===== src/rtl/osc_meas_ctrl.sv =====
// osc_meas_ctrl: snapshot sequencer for the ring-oscillator counter, emitting edges-per-gate deltas with handshake timeout detection
module osc_meas_ctrl #(
  parameter logic [31:0] GATE_CYCLES = 32'd1000000,
  parameter logic [31:0] ACK_TIMEOUT = 32'd1024
) (
  input  logic        ref_clk,
  input  logic        rst_n,
  input  logic        enable,
  output logic        osc_latch_req,
  input  logic        osc_latch_ack,
  input  logic [31:0] osc_counter_latch,
  output logic [31:0] meas_count,
  output logic        meas_valid,
  output logic [15:0] meas_seq,
  output logic        timeout_err,
  input  logic        err_clr
);
  typedef enum logic [1:0] {IDLE, REQ, DROP, GATE} state_t;
  state_t state_q, state_d;
  logic [31:0] timer_q, timer_d, gate_q, gate_d, prev_q, prev_d, count_q, count_d;
  logic [15:0] seq_q, seq_d;
  logic req_q, req_d, valid_q, valid_d, primed_q, primed_d, err_q, err_d;
  logic capture, abort;
  always_comb begin
    capture = state_q == REQ && osc_latch_ack;
    abort = timer_q == ACK_TIMEOUT - 32'd1 &&
            ((state_q == REQ && !osc_latch_ack) || (state_q == DROP && osc_latch_ack));
    state_d = state_q;
    case (state_q)
      IDLE: state_d = enable && !osc_latch_ack ? REQ : IDLE;
      REQ: state_d = capture || abort || !enable ? DROP : REQ;
      DROP: state_d = !osc_latch_ack ? (enable ? GATE : IDLE) : abort ? IDLE : DROP;
      GATE: state_d = !enable ? IDLE : gate_q == 32'd1 ? REQ : GATE;
      default: state_d = IDLE;
    endcase
    timer_d = state_d != state_q ? 32'd0 : timer_q + 32'd1;
    gate_d = state_d == GATE && state_q != GATE ? GATE_CYCLES : gate_q - 32'd1;
    req_d = state_d == REQ;
    prev_d = capture ? osc_counter_latch : prev_q;
    valid_d = capture && primed_q;
    count_d = valid_d ? osc_counter_latch - prev_q : count_q;
    seq_d = seq_q + {15'd0, valid_d};
    primed_d = !enable || abort ? 1'b0 : capture ? 1'b1 : primed_q;
    err_d = abort ? 1'b1 : err_clr ? 1'b0 : err_q;
  end
  always_ff @(posedge ref_clk or negedge rst_n) begin
    if (!rst_n) begin
      state_q <= IDLE;
      timer_q <= '0;
      gate_q <= '0;
      prev_q <= '0;
      count_q <= '0;
      seq_q <= '0;
      req_q <= 1'b0;
      valid_q <= 1'b0;
      primed_q <= 1'b0;
      err_q <= 1'b0;
    end else begin
      state_q <= state_d;
      timer_q <= timer_d;
      gate_q <= gate_d;
      prev_q <= prev_d;
      count_q <= count_d;
      seq_q <= seq_d;
      req_q <= req_d;
      valid_q <= valid_d;
      primed_q <= primed_d;
      err_q <= err_d;
    end
  end
  assign osc_latch_req = req_q;
  assign meas_count = count_q;
  assign meas_valid = valid_q;
  assign meas_seq = seq_q;
  assign timeout_err = err_q;
endmodule

===== config.mk =====
export PLATFORM = sky130hd
export DESIGN_NAME = osc_meas_ctrl
export DESIGN_NICKNAME = d
export VERILOG_FILES = /design/src/rtl/osc_meas_ctrl.sv
export SDC_FILE = /design/constraint.sdc
export NUM_CORES = 1
export LEC_CHECK = 0
export CAP_MARGIN = 20
export CORE_ASPECT_RATIO = 0.5
export CORE_MARGIN = 1
export CORE_UTILIZATION = 45
export DETAILED_ROUTE_END_ITERATION = 10
export GPL_ROUTABILITY_DRIVEN = 0
export GPL_TIMING_DRIVEN = 0
export PLACE_DENSITY = 0.72
export RECOVER_POWER = 50
export SLEW_MARGIN = 20
export SYNTH_ARGS = -nofsm -noshare
export SYNTH_HDL_FRONTEND = slang
export SYNTH_SLANG_ARGS = --single-unit

===== constraint.sdc =====
create_clock -name ref_clk -period 2.8 [get_ports ref_clk]
set_clock_uncertainty 0.2 [all_clocks]
set_input_delay 0.7 -clock ref_clk [delete_from_list [all_inputs] [get_ports ref_clk]]
set_output_delay 0.7 -clock ref_clk [all_outputs]
set_load 0.01 [all_outputs]

==> results.md <==
- Share of cells above drive strength 1: 16.08%
- CTS Buf Count: 17
- Port buffer count: 87
- Final Power: 8555 uW
- Max Fanout on Critical Path: 4
- Post-route setup TNS: -0.01898 ns
- Post-synth top flop: dfrtp_1
- First-pass GRT wire length: 33,330 um
- Kind of cell adding the most delay to the critical path: compound AO/OA/AOI/OAI gates
- Mapped Cells: 898
- Type of the worst setup path: input port to flop
- Max rail drop VDD: 0.5025 mV
- N_diodes: 0
- Root Buffer: clkbuf_16
- WL/cell: 15.81 um
- Violated checks: max-capacitance violations, max-slew violations, negative setup slack
- Vias per Instance: 5.405
- Peak Freq: 0.3547 GHz
- Final min period: 2.819 ns
- PnR worst setup slack: -0.01898 ns
- Hold Buf Count CTS: 0
- Final nets: 1,112
- Largest area contributor in the netlist: dfrtp_1
- Sequential share of the synthesized area: 45.83%
- Synth top area cells: dfrtp_1 (46%), nand2_1 (5.6%), ha_1 (5.5%), xnor2_1 (4.9%), xor2_1 (4.7%)
- Count of state elements after synthesis: 150
- Die area: 18,780 um^2
- Via count: 6,945
- CTS tree: done
- # Max-Cap Violations: 1
- Placement Cell Area: 9429 um^2
- ANT nets after route: 0
- H-tree depth: 4
- # DRC: 0
- Final core area utilization: 61.37%
- FFs w/ async S/R, synth: 100.0%
- Die width: 192.8 um
- Leak: 0.004688 uW
- Core Area: 17,570 um^2
- Core Rows: 34
- Fin. Hold Viols: 0
- Hold WC Path Type: flop to flop
- Synth Warn #: 0
- Crit path DAT: 2.90 ns
- Post-Syn Area: 8190 um^2
- Final setup fails: 1
- EDFF count, synth: 0
- Pins Over Slew Limit: 63
- Top cell by count, worst path: o31a_1
- GRT Total Usage: 22.10%
- Crit-path cells: dlygate4sd2_1 -> ha_4 -> o21a_1 -> o31a_1 -> or2_4 -> a311oi_4 -> o31a_1 -> buf_4 -> o21bai_1 -> xnor2_1 -> o21ai_1
- Max transition margin: -6.605%
- Clock Tree Buf Depth: 2
- Largest stage delay, worst path: 0.37 ns
- Worst-path clk slew: 0.07 ns
- Grt ovf: 0
- Count leader, synth: dfrtp_1
- Vias in the first global route: 6,924
- R2r setup slk: 0.01 ns
- Slew @ Worst Pin: 1.599 ns
- Post-synth top cells: dfrtp_1 (150), nand2_1 (123), nor2_1 (88), o21ai_0 (74), xnor2_1 (46)
- CP startpoint kind: input port
- Io pins: 88
- Final Instance Area: 10,780 um^2
- CTS Sinks: 150
- Layout area overhead: 31.65%
- Cell Pwr Density: 793.4 nW/um^2
- Worst path bufs/invs: 2
- Netlist cell types: 58
- Status: finished with violations
- Crit share post-route: 100.7%
- Final wirelength: 20,320 um
- Number of iterations in the first detailed-routing pass: 5
- RSZ-0062 raised after global routing: yes
- Dpl hpwl: 13,400 um
- Top cell type's share of synthesized area: 45.83%
- Crit-path slowest cell: a311oi_4
- Critical Path Sink Type: flop
- Worst-skew pair later-pin latency: 0.42 ns
- Pin count of the biggest net entering global routing: 90
- Chip height: 97.40 um
- Mapped Nets: 972
- Synthesized area per cell: 9.121 um^2
- Initial drt markers: 402
- Initial antenna violation count: 0
- CP required: 2.88 ns
- Initial core utilization: 46.62%
-- worst register-to-register path: stages, from the launching register on --
cell and delay, ns:
dfrtp_1 0.37, inv_2 0.07, ha_4 0.21, nor2b_2 0.16, o31a_1 0.32, or2_4 0.26
a311oi_4 0.37, o31a_1 0.24, buf_4 0.13, o21bai_1 0.07, xnor2_1 0.18, o21ai_1 0.07
-- worst paths after layout --
path                                              from                         end  depth (start not counted)
min in group asynchronous                        rst_n       prev_q[6]$_DFFE_PN0P_                          1
worst min-delay path            meas_seq[15]$_DFF_PN0_      meas_seq[15]$_DFF_PN0_                          1
worst max register to register   prev_q[2]$_DFFE_PN0P_  meas_count[24]$_DFFE_PN0P_                         11
max in group asynchronous                        rst_n        gate_q[14]$_DFF_PN0_                          2
worst max-delay path              osc_counter_latch[3]  meas_count[24]$_DFFE_PN0P_                         11
worst min register to register  meas_seq[15]$_DFF_PN0_      meas_seq[15]$_DFF_PN0_                          1
-- kinds of logic after synthesis --
kind of cell | after synthesis | share of synthesized area, %
buf+inv | 81 | 4.048
simple gates | 358 | 20.97
fa+ha+maj | 37 | 5.744
compound gates | 180 | 13.52
mux | 2 | 0.2597
flops | 150 | 45.83
xor+xnor | 90 | 9.624
-- timing repair --
item | 4_1_cts | 5_1_grt
resized for setup | 90 | 57
setup endpoints to repair | 67 | 51
pin swaps | 24 | 32
setup buffers | 21 | 18
cloned | 0 | 3
-- per-layer routing --
metal	vias up	part of all wire [%]	track usage [%]
li1	3375	-	-
met1	3392	45	28.91
met2	149	50	37.63
met3	29	3.2	3.756
met4	0	1.6	6.057
met5	-	0	0
-- cell type report --
class / count / area [um^2]
repair buffers: 130 / 1185
clock inverters: 13 / 168.9
clock buffers: 19 / 442.9
plain buffers: 27 / 173.9
flip-flops and latches: 150 / 3755
inverters: 45 / 176.4
fillers: 1412 / 6787
well taps: 234 / 292.8
multi-input cells: 667 / 4588
-- state kept, by name, summed over array words and instances (netlist names) --
signal / count
gate_q: 32
meas_count: 32
prev_q: 32
timer_q: 32
meas_seq: 16
state_q: 2
meas_valid: 1
osc_latch_req: 1
primed_q: 1
timeout_err: 1
-- where the power goes --
part	total (uW)	leakage (uW)	internal (uW)	switching, uW
combinational	3220	0.00243	1580	1650
sequential	2950	0.00196	2630	321
clock	2380	0.000299	1440	945
-- cell usage in the layout (no fill, tap or decap), drive strengths merged, types with 21 or more instances in the layout --
master and count:
inv 49, nand4 21, a21oi 39, clkdlybuf4s50 64
o21ai 76, buf 49, xnor2 46, dfrtp 150
xor2 44, nand2 123, nor2 88, ha 36
clkbuf 48, nand3 33
-- per-stage QoR --
| stage | worst slack (ns) | hold WS (ns) | instances |
|---|---|---|---|
| 3_3_place_gp | -5.218 | 0.2608 | 1219 |
| 4_1_cts | -0.01482 | 0.03101 | 1266 |
| 5_1_grt | -0.07743 | 0.2912 | 1285 |
| 6_report | -0.01898 | 0.2735 | 1285 |
| 2_1_floorplan | -0.002927 | 0.2044 | 898 |
| 3_5_place_dp | -1.258 | 0.2692 | 1220 |
No activity file was read; power rests on OpenSTA's default activity.
